## src/rtl/riscv_defines.sv

```systemverilog
// Shared types and sizing for the branch predictor update path.
package riscv_defines;

  localparam int BP_ENTRIES = 64;
  localparam int IDX_W      = $clog2(BP_ENTRIES);

  typedef enum logic [1:0] {
    CLEAR = 2'd0,
    RUN   = 2'd1,
    FLUSH = 2'd2
  } bp_state_t;

  typedef struct packed {
    logic [31:0] pc;
    logic        taken;
    logic [31:0] target;
  } bp_upd_t;

endpackage

```

## src/rtl/bp_update_fifo.sv

```systemverilog
// Small synchronous FIFO of resolved branch updates with a single-cycle clear.
module bp_update_fifo
  import riscv_defines::*;
#(
  parameter int DEPTH = 4
) (
  input  logic    clk,
  input  logic    rst,
  input  logic    push,
  input  logic    pop,
  input  logic    clr,
  input  bp_upd_t din,
  output bp_upd_t dout,
  output logic    full,
  output logic    empty
);

  localparam int AW = $clog2(DEPTH);

  bp_upd_t        r_mem [DEPTH];
  logic    [AW:0] r_wr_ptr;
  logic    [AW:0] r_rd_ptr;
  logic           w_do_push;
  logic           w_do_pop;

  // Extra pointer bit distinguishes full from empty when the addresses match.
  assign empty     = (r_wr_ptr == r_rd_ptr);
  assign full      = (r_wr_ptr[AW] != r_rd_ptr[AW]) &&
                     (r_wr_ptr[AW-1:0] == r_rd_ptr[AW-1:0]);
  assign w_do_pop  = pop && !empty && !clr;
  assign w_do_push = push && !clr && (!full || w_do_pop);
  assign dout      = r_mem[r_rd_ptr[AW-1:0]];

  always_ff @(posedge clk or posedge rst) begin
    if (rst) begin
      r_wr_ptr <= '0;
      r_rd_ptr <= '0;
    end else if (clr) begin
      r_wr_ptr <= '0;
      r_rd_ptr <= '0;
    end else begin
      if (w_do_push) r_wr_ptr <= r_wr_ptr + 1'b1;
      if (w_do_pop)  r_rd_ptr <= r_rd_ptr + 1'b1;
    end
  end

  always_ff @(posedge clk) begin
    if (w_do_push) r_mem[r_wr_ptr[AW-1:0]] <= din;
  end

endmodule

```

## src/rtl/bp_update_ctrl.sv

```systemverilog
// Owns the BHT/BTB write port: sweeps the tables after reset or flush, then
// drains buffered M-stage resolutions one per cycle.
module bp_update_ctrl
  import riscv_defines::*;
#(
  parameter int ENTRIES    = BP_ENTRIES,
  parameter int FIFO_DEPTH = 4
) (
  input  logic                       clk,
  input  logic                       rst,
  input  logic                       cflow_valid,
  input  logic [31:0]                pc_m,
  input  logic                       cflow_taken,
  input  logic [31:0]                cflow_target,
  input  logic                       flush_req,
  output logic                       tbl_we,
  output logic                       tbl_clr,
  output logic [$clog2(ENTRIES)-1:0] tbl_idx,
  output logic [31:0]                tbl_pc,
  output logic                       tbl_taken,
  output logic [31:0]                tbl_target,
  output logic                       pred_en,
  output logic                       busy,
  output logic [15:0]                drop_cnt
);

  localparam int IW = $clog2(ENTRIES);

  bp_state_t         r_state;
  logic     [IW-1:0] r_sweep_idx;
  logic              w_sweeping;
  logic              w_sweep_last;
  logic              w_flush_acc;
  logic              w_push;
  logic              w_pop;
  logic              w_drop;
  logic              w_fifo_full;
  logic              w_fifo_empty;
  bp_upd_t           w_fifo_din;
  bp_upd_t           w_fifo_dout;

  function automatic logic [15:0] sat_inc16(input logic [15:0] v);
    return (&v) ? v : v + 16'd1;
  endfunction

  // A flush arriving mid-sweep is dropped: the sweep already clears everything.
  assign w_sweeping   = (r_state != RUN);
  assign w_sweep_last = &r_sweep_idx;
  assign w_flush_acc  = flush_req && (r_state == RUN);
  assign w_push       = cflow_valid && !w_flush_acc;
  assign w_pop        = (r_state == RUN) && !w_fifo_empty && !w_flush_acc;
  assign w_drop       = w_push && w_fifo_full && !w_pop;
  assign w_fifo_din   = {pc_m, cflow_taken, cflow_target};

  bp_update_fifo #(
    .DEPTH(FIFO_DEPTH)
  ) u_fifo (
    .clk  (clk),
    .rst  (rst),
    .push (w_push),
    .pop  (w_pop),
    .clr  (w_flush_acc),
    .din  (w_fifo_din),
    .dout (w_fifo_dout),
    .full (w_fifo_full),
    .empty(w_fifo_empty)
  );

  always_ff @(posedge clk or posedge rst) begin
    if (rst) begin
      r_state     <= CLEAR;
      r_sweep_idx <= '0;
      tbl_we      <= 1'b0;
      tbl_clr     <= 1'b0;
      tbl_idx     <= '0;
      tbl_pc      <= '0;
      tbl_taken   <= 1'b0;
      tbl_target  <= '0;
      pred_en     <= 1'b0;
      busy        <= 1'b1;
      drop_cnt    <= '0;
    end else begin
      case (r_state)
        CLEAR, FLUSH: begin
          r_sweep_idx <= r_sweep_idx + 1'b1;
          if (w_sweep_last) r_state <= RUN;
        end
        RUN: begin
          if (w_flush_acc) begin
            r_state     <= FLUSH;
            r_sweep_idx <= '0;
          end
        end
        default: begin
          r_state     <= CLEAR;
          r_sweep_idx <= '0;
        end
      endcase

      tbl_we  <= w_sweeping || w_pop;
      tbl_clr <= w_sweeping;
      if (w_sweeping) begin
        tbl_idx <= r_sweep_idx;
      end else if (w_pop) begin
        tbl_idx <= w_fifo_dout.pc[IW+1:2];
      end
      // Data fields only move on real updates; clear writes ignore them.
      if (w_pop) begin
        tbl_pc     <= w_fifo_dout.pc;
        tbl_taken  <= w_fifo_dout.taken;
        tbl_target <= w_fifo_dout.target;
      end

      pred_en <= !w_sweeping && !w_flush_acc;
      busy    <= w_sweeping || w_flush_acc;
      if (w_drop) drop_cnt <= sat_inc16(drop_cnt);
    end
  end

endmodule

```

## config.mk

```make
export PLATFORM = sky130hd
export DESIGN_NAME = bp_update_ctrl
export DESIGN_NICKNAME = d
export VERILOG_FILES = /design/src/rtl/riscv_defines.sv /design/src/rtl/bp_update_fifo.sv /design/src/rtl/bp_update_ctrl.sv
export SDC_FILE = /design/constraint.sdc
export NUM_CORES = 1
export LEC_CHECK = 0
export ABC_AREA = 1
export BUFFER_PORTS_ARGS = -buffer_cell sky130_fd_sc_hd__buf_2
export CORE_AREA = 5 5 196 198
export CTS_BUF_LIST = sky130_fd_sc_hd__clkbuf_8
export CTS_CLUSTER_SIZE = 10
export DETAILED_ROUTE_END_ITERATION = 16
export DIE_AREA = 0 0 201 203
export PLACE_DENSITY = 0.56
export SYNTH_ARGS = -nofsm -noshare
export SYNTH_HDL_FRONTEND = slang
export SYNTH_SLANG_ARGS = --single-unit
```

## constraint.sdc

```tcl
create_clock -name clk -period 4.9 [get_ports clk]
set_input_delay 0.245 -clock clk [delete_from_list [all_inputs] [get_ports clk]]
set_output_delay 0.245 -clock clk [all_outputs]
set_load 0.01 [all_outputs]
```

### Yosys cells after proc, flatten, opt, wreduce, memory -nomap -nowiden

Memories as Yosys holds them, arrays and structs flattened.
Cells that the tools add are included.

* add/subtract/negate cells: 4
* reduce and logical (&&, ||, !) cells: 29
* mux-type cells: 13
* equal/unequal tests: 8
* bitwise logic cells: 1

Operators by type and width (count)
* 6-bit two-way mux: 3
* 16-bit by 1-bit adder with 16-bit output, second input constant: 1
* 16-bit AND reduction: 1
* 1-bit logical AND: 12
* 3-bit two-way mux: 4
* 6-bit case mux with 2 select lines: 1
* 3-bit by 1-bit adder with 3-bit output, second input constant: 2
* 6-bit by 1-bit adder with 6-bit output, second input constant: 1
* 6-bit AND reduction: 1
* 2-bit nonzero test: 3
* 1-bit zero test: 5
* 2-bit two-way mux: 2
* 2-bit by 1-bit inequality test with 1-bit output, second input constant: 2
* 2-bit case mux with 2 select lines: 1
* 2-bit AND reduction: 2
* 3-bit equality test: 1
* 1-bit logical OR: 3
* 2-bit by 1-bit equality test with 1-bit output, second input constant: 1
* 2-bit equality test: 1
* 2-bit equality test, second input constant: 1
* 2-bit zero test: 1
* 1-bit two-way mux: 2
* 2-bit inequality test, second input constant: 1
* 2-bit OR reduction: 1
* other kinds (2): 2

* output and inout bits: 91
* word-level logic and storage cells: 69
* memories kept: 1
* input port bits: 69
* flip-flop bits (word level): 105
* memory bits (writable): 260

Memories
* u_fifo.r_mem: words 4, width 65, rd ports 1, clocked after memory_dff 0, write ports 1, line bp_update_fifo.sv:20 `bp_upd_t r_mem [DEPTH];`

### Depth between registers and ports, before layout

* depth in word-level cells: 10
* gate-level depth with buffers: 11
* depth with buffers taken out: 9

### Hierarchy

From an unflattened synthesis, not the netlist that was laid out.

* cell total of the unflattened synthesis: 1193
* area, all modules: 14347.5 um^2

By module, submodules not included
* bp_update_fifo: instances 1, sequential area each 7957.6 um^2, cells each 692, area each 10083.4 um^2
* bp_update_ctrl: instances 1, sequential area each 2478.6 um^2, cells each 501, area each 4264.1 um^2

### Worst setup path after synthesis

Ideal clock, no wire load.

* path type: reg2reg
* start: register r_state[1]
* end: memory u_fifo.r_mem[0][0] in the netlist's numbering, enable pin
* setup time: 0.489 ns
* arrival time: 3.722 ns
* data required time: 4.411 ns
* clock period less this slack: 4.210 ns
* cell stages (with the launch flop): 8
* buffers on the path: 0
* setup slack: 0.690 ns
* cells stage by stage: dfrtp_1 inv_2 nand2_4 nor2_4 nor2_2 nand2_1 nand2_1 nor2_1

* longest elaborated chain between the ends: 10
* elaborated cells on any way between the ends: 13
* classes of those cells: eq/ne: 1; mux: 2; reduce/logical: 10

RTL lines
* start: declaration: line bp_update_ctrl.sv:29 `bp_state_t r_state;`
* start signal: assignment: line bp_update_ctrl.sv:71 `r_state <= CLEAR;`
* start signal: assignment: line bp_update_ctrl.sv:86 `if (w_sweep_last) r_state <= RUN;`
* start signal: assignment: line bp_update_ctrl.sv:90 `r_state <= FLUSH;`
* 2-bit by 1-bit equality test with 1-bit output *: line bp_update_ctrl.sv:49, bp_update_ctrl.sv:51
* 1-bit logical AND: line bp_update_ctrl.sv:49 `assign w_flush_acc = flush_req && (r_state == RUN);`
* 1-bit zero test
* 1-bit logical AND: line bp_update_ctrl.sv:51 `assign w_pop = (r_state == RUN) && !w_fifo_empty && !w_flush_acc;`
* 1-bit logical AND (2 in series): line bp_update_fifo.sv:30 `assign w_do_pop = pop && !empty && !clr;`
* 1-bit logical OR: line bp_update_fifo.sv:31 `assign w_do_push = push && !clr && (!full || w_do_pop);`
* 1-bit logical AND *: line bp_update_fifo.sv:31
* 1-bit two-way mux *: line bp_update_fifo.sv:48 `if (w_do_push) r_mem[r_wr_ptr[AW-1:0]] <= din;`
* 1-bit two-way mux (not written as such) *: line bp_update_fifo.sv:48
* end: declaration: line bp_update_fifo.sv:20

Every way passes the cells marked *; elsewhere a longest branch is shown, timed or not.

### Worst setup path after layout

* start: register u_fifo.r_rd_ptr[0]
* end: memory u_fifo.r_mem[3][56] in the netlist's numbering, enable pin

* longest elaborated chain between the ends: 10
* elaborated cells on any way between the ends: 13
* classes of those cells: eq/ne: 2; mux: 2; reduce/logical: 9

RTL lines
* start: declaration: line bp_update_fifo.sv:22 `logic [AW:0] r_rd_ptr;`
* start signal: assignment: line bp_update_fifo.sv:43 `if (w_do_pop) r_rd_ptr <= r_rd_ptr + 1'b1;`
* 3-bit equality test: line bp_update_fifo.sv:27 `assign empty = (r_wr_ptr == r_rd_ptr);`
* 1-bit zero test: line bp_update_fifo.sv:30, bp_update_ctrl.sv:51
* 1-bit logical AND (2 in series): line bp_update_ctrl.sv:51
* 1-bit logical AND (2 in series): line bp_update_fifo.sv:30
* 1-bit logical OR *: line bp_update_fifo.sv:31
* 1-bit logical AND *: line bp_update_fifo.sv:31
* 1-bit two-way mux *: line bp_update_fifo.sv:48
* 1-bit two-way mux (not written as such) *: line bp_update_fifo.sv:48

Marked as above.

==> flow_metrics.env <==
export IMPL_status="complete, no violations"
export IMPL_leakagePower_nw=7.346
export IMPL_grt_pass1_wl_microns=54430
export IMPL_via_per_inst=4.892
export IMPL_ant_nets=0
export IMPL_yosysUniqueCellTypes=31
export IMPL_finalPower_mw=9.000
export IMPL_top_layer_used="met5"
export IMPL_power_per_cell_area_nw_per_um2=514.8
export IMPL_first_pass_iters=5
export IMPL_nets=1555
export IMPL_cell_internal_pwr_mw=6.141
export IMPL_synth_edf_count=260
export IMPL_antenna_found_initial=3
export IMPL_synth_cell_area_sq_um=14320
export IMPL_clkSinkCount=365
export IMPL_slew_headroom_pct=36.84
export IMPL_dr_wl_met3_microns=1910
export IMPL_drive_above_1_share_pct=18.78
export IMPL_synthesis_nets=1312
export IMPL_ioPinCount=160
export IMPL_rsz0062_at_grt="false"
export IMPL_utilization_pct=48.10
export IMPL_grt_pass1_vias=9802
export IMPL_fin_ws_ns=1.521
export IMPL_grtUsageTotal_pct=16.56
export IMPL_drv_slew=0
export IMPL_power_frac_seq_pct=48.5
export IMPL_fin_crit_sh_pct=68.96
export IMPL_die_h_microns=203
export IMPL_cp_start_kind="flop"
export IMPL_hold_class="in -> async"
export IMPL_h_tree_depth=2
export IMPL_fin_skew_ns=0.01355
export IMPL_fill_cells=3253
export IMPL_drc=0
export IMPL_cp_slowest_cell="nor2_4"
export IMPL_final_area_sq_um=17480
export IMPL_grt_overflow_total=0
export IMPL_dp_cells=1819
export IMPL_slowest_delay_ns=0.75
export IMPL_grt_max_degree=82
export IMPL_cpMostUsedCell="nand2_1"
export IMPL_cts_clk_slew_worst_paths_ns=0.06
export IMPL_combinationalPowerShare_pct=22.2
export IMPL_root_buffer="clkbuf_8"
export IMPL_cts_max_path_buffers=3
export IMPL_p_sw_mw=2.859
export IMPL_postCtsSetupBuffers=0
export IMPL_routedWlPerCell_microns=17.02
export IMPL_fmax_mhz=295.9
export IMPL_wl_microns=34010
export IMPL_insertion_delay_ns=0.60
export IMPL_final_common_cell="nand2_1"
export IMPL_cts_tree="done"
export IMPL_setup_viol=0
export IMPL_ys_seq_area_share_pct=72.88
export IMPL_ir_drop_v=0.0002587
export IMPL_drtIter0Drc=562
export IMPL_syn_inst=1236
export IMPL_ys_ff_latch=365
export IMPL_die_area_sq_um=40800
export IMPL_path_max_fanout=68
export IMPL_dp_hpwl_microns=19650
export IMPL_critPathKind="reg -> reg"
export IMPL_worst_path_buf_inv=2
export IMPL_met2WireLength_microns=15200
export IMPL_rr_worst_depth=8
export IMPL_worstMarginPinSlew_ns=0.9461
export IMPL_maxCapViolations=0
export IMPL_cp_top_family="simple AND/OR/NAND/NOR gates"
export IMPL_place_area_sq_um=15590
export IMPL_swShare_pct=31.77
export IMPL_initial_utilization_pct=39.40
export IMPL_syn_to_final_growth_pct=22.08
export IMPL_die_w_microns=201
export IMPL_clkPwrFrac_pct=29.3
export IMPL_final_cell_mix="nand2_1, edfxtp_1, buf_2"
export IMPL_globalplace_congestion=0.7986
export IMPL_async_reset_ff_share_pct=28.77
export IMPL_drt_met1_wl_microns=16360
export IMPL_numCtsBuffers=58
export IMPL_setup_tns_final_ns=0
export IMPL_preCtsSetupSlack_ns=1.427
export IMPL_yosysWarnings=0
export IMPL_finalCriticalPeriod_ns=3.379
export IMPL_endpoint_kind="flop"
export IMPL_worst_path_stages=8
export IMPL_path_cells="inv_4 -> nand2_1 -> nand2_1 -> nor2_2 -> nand2_1 -> nand2_1 -> nor2_4 -> buf_4"
export IMPL_instances_no_fill=1998
export IMPL_core_sq_um=36350
export IMPL_hold_viol=0
export IMPL_synthFlopType="edfxtp_1"
export IMPL_io_buffers=159
export IMPL_vias=9775
export IMPL_row_count=70
export IMPL_crit_required_ns=5.18
export IMPL_whs_ns=0.3904
export IMPL_cp_arrival_ns=3.66
export IMPL_post_synth_cell_area_avg_sq_um=11.59
synth_stat cells, types with 2 or more instances:
cell | count | area share [%]
nand2_1 | 369 | 9.7
edfxtp_1 | 260 | 55
nor2_1 | 148 | 3.9
o21ai_0 | 131 | 4.6
dfrtp_1 | 104 | 18
o22ai_1 | 60 | 2.6
clkbuf_1 | 34 | 0.89
inv_1 | 28 | 0.73
nand3_1 | 23 | 0.80
buf_2 | 16 | 0.56
ha_1 | 7 | 0.61
buf_4 | 6 | 0.31
inv_2 | 6 | 0.16
nand4_1 | 6 | 0.26
xor2_1 | 6 | 0.37
o21ai_1 | 5 | 0.17
a21oi_1 | 3 | 0.10
buf_6 | 3 | 0.24
nor2_4 | 3 | 0.24
xnor2_1 | 3 | 0.18
nand2_2 | 2 | 0.087
nand3_2 | 2 | 0.14
nand3b_1 | 2 | 0.10
nor2_2 | 2 | 0.087
per-layer routing:
metal | global-route usage, % | up-vias
li1 | - | 4752
met3 | 3.466 | 48
met1 | 23.99 | 4702
met5 | 0 | -
met2 | 25.72 | 271
met4 | 4.204 | 2
final timing paths:
path	start	to	slack [ns]
worst max-delay path	u_fifo.r_rd_ptr[0]$_DFFE_PP0P_	u_fifo.r_mem[3][56]$_DFFE_PP_	1.52
worst min-delay path	rst	drop_cnt[15]$_DFFE_PP0P_	0.39
worst max register to register	u_fifo.r_rd_ptr[0]$_DFFE_PP0P_	u_fifo.r_mem[3][56]$_DFFE_PP_	1.52
worst min register to register	tbl_target[22]$_DFFE_PP0P_	tbl_target[22]$_DFFE_PP0P_	0.47
max in group asynchronous	rst	tbl_target[7]$_DFFE_PP0P_	3.37
min in group clk	cflow_target[13]	u_fifo.r_mem[0][13]$_DFFE_PP_	0.40
sequential cells by signal, summed over array words and instances (netlist names):
register / flops
tbl_taken: 1
u_fifo.r_mem: 260
tbl_pc: 32
r_sweep_idx: 6
busy: 1
u_fifo.r_rd_ptr: 3
tbl_clr: 1
tbl_target: 32
tbl_idx: 6
drop_cnt: 16
pred_en: 1
r_state: 2
tbl_we: 1
u_fifo.r_wr_ptr: 3
what timing repair did:
item | 4_1_cts | 5_1_grt
hold buffers | 68 | 0
endpoints found under the hold margin | 330 | 0
gates resized for setup | 0 | 0
final cells by class:
| type | count | area (sq um) | area share [%] |
|---|---|---|---|
| Inverter | 34 | 132.6 | 0.7587 |
| Clock buffer | 69 | 949.7 | 5.432 |
| Multi-Input combinational cell | 777 | 3501 | 20.03 |
| Antenna cell | 2 | 5.005 | 0.02863 |
| Clock inverter | 40 | 257.7 | 1.474 |
| Timing Repair Buffer | 243 | 1609 | 9.204 |
| Sequential cell | 365 | 10440 | 59.73 |
| Tap cell | 468 | 585.6 | 3.350 |
tightest hold or removal path: cells and delay by family:
family	cells	cell delay (ns)
buffers and inverters	3	1.30
cells by family (layout without fill, tap and decap cells):
group / count (synthesis) / in the layout / share of synthesized area, %
compound gates: 203 / 203 / 7.689
xor+xnor: 9 / 9 / 0.5505
fa+ha+maj: 7 / 7 / 0.6116
buf+inv: 94 / 386 / 2.918
flops: 365 / 365 / 72.88
other cells: 0 / 2 / 0
simple gates: 558 / 558 / 15.35
power by group through the flow:
stage	logic (mW)	registers, mW	clock network (mW)
floorplan	1.16	4.47	0
global placement	1.96	4.41	0
detailed placement	1.99	4.42	0
CTS	2.04	4.37	2.71
global route	2.26	4.44	2.87
finish	2.00	4.36	2.64
Note: power is estimated with default switching activity, not from simulation.
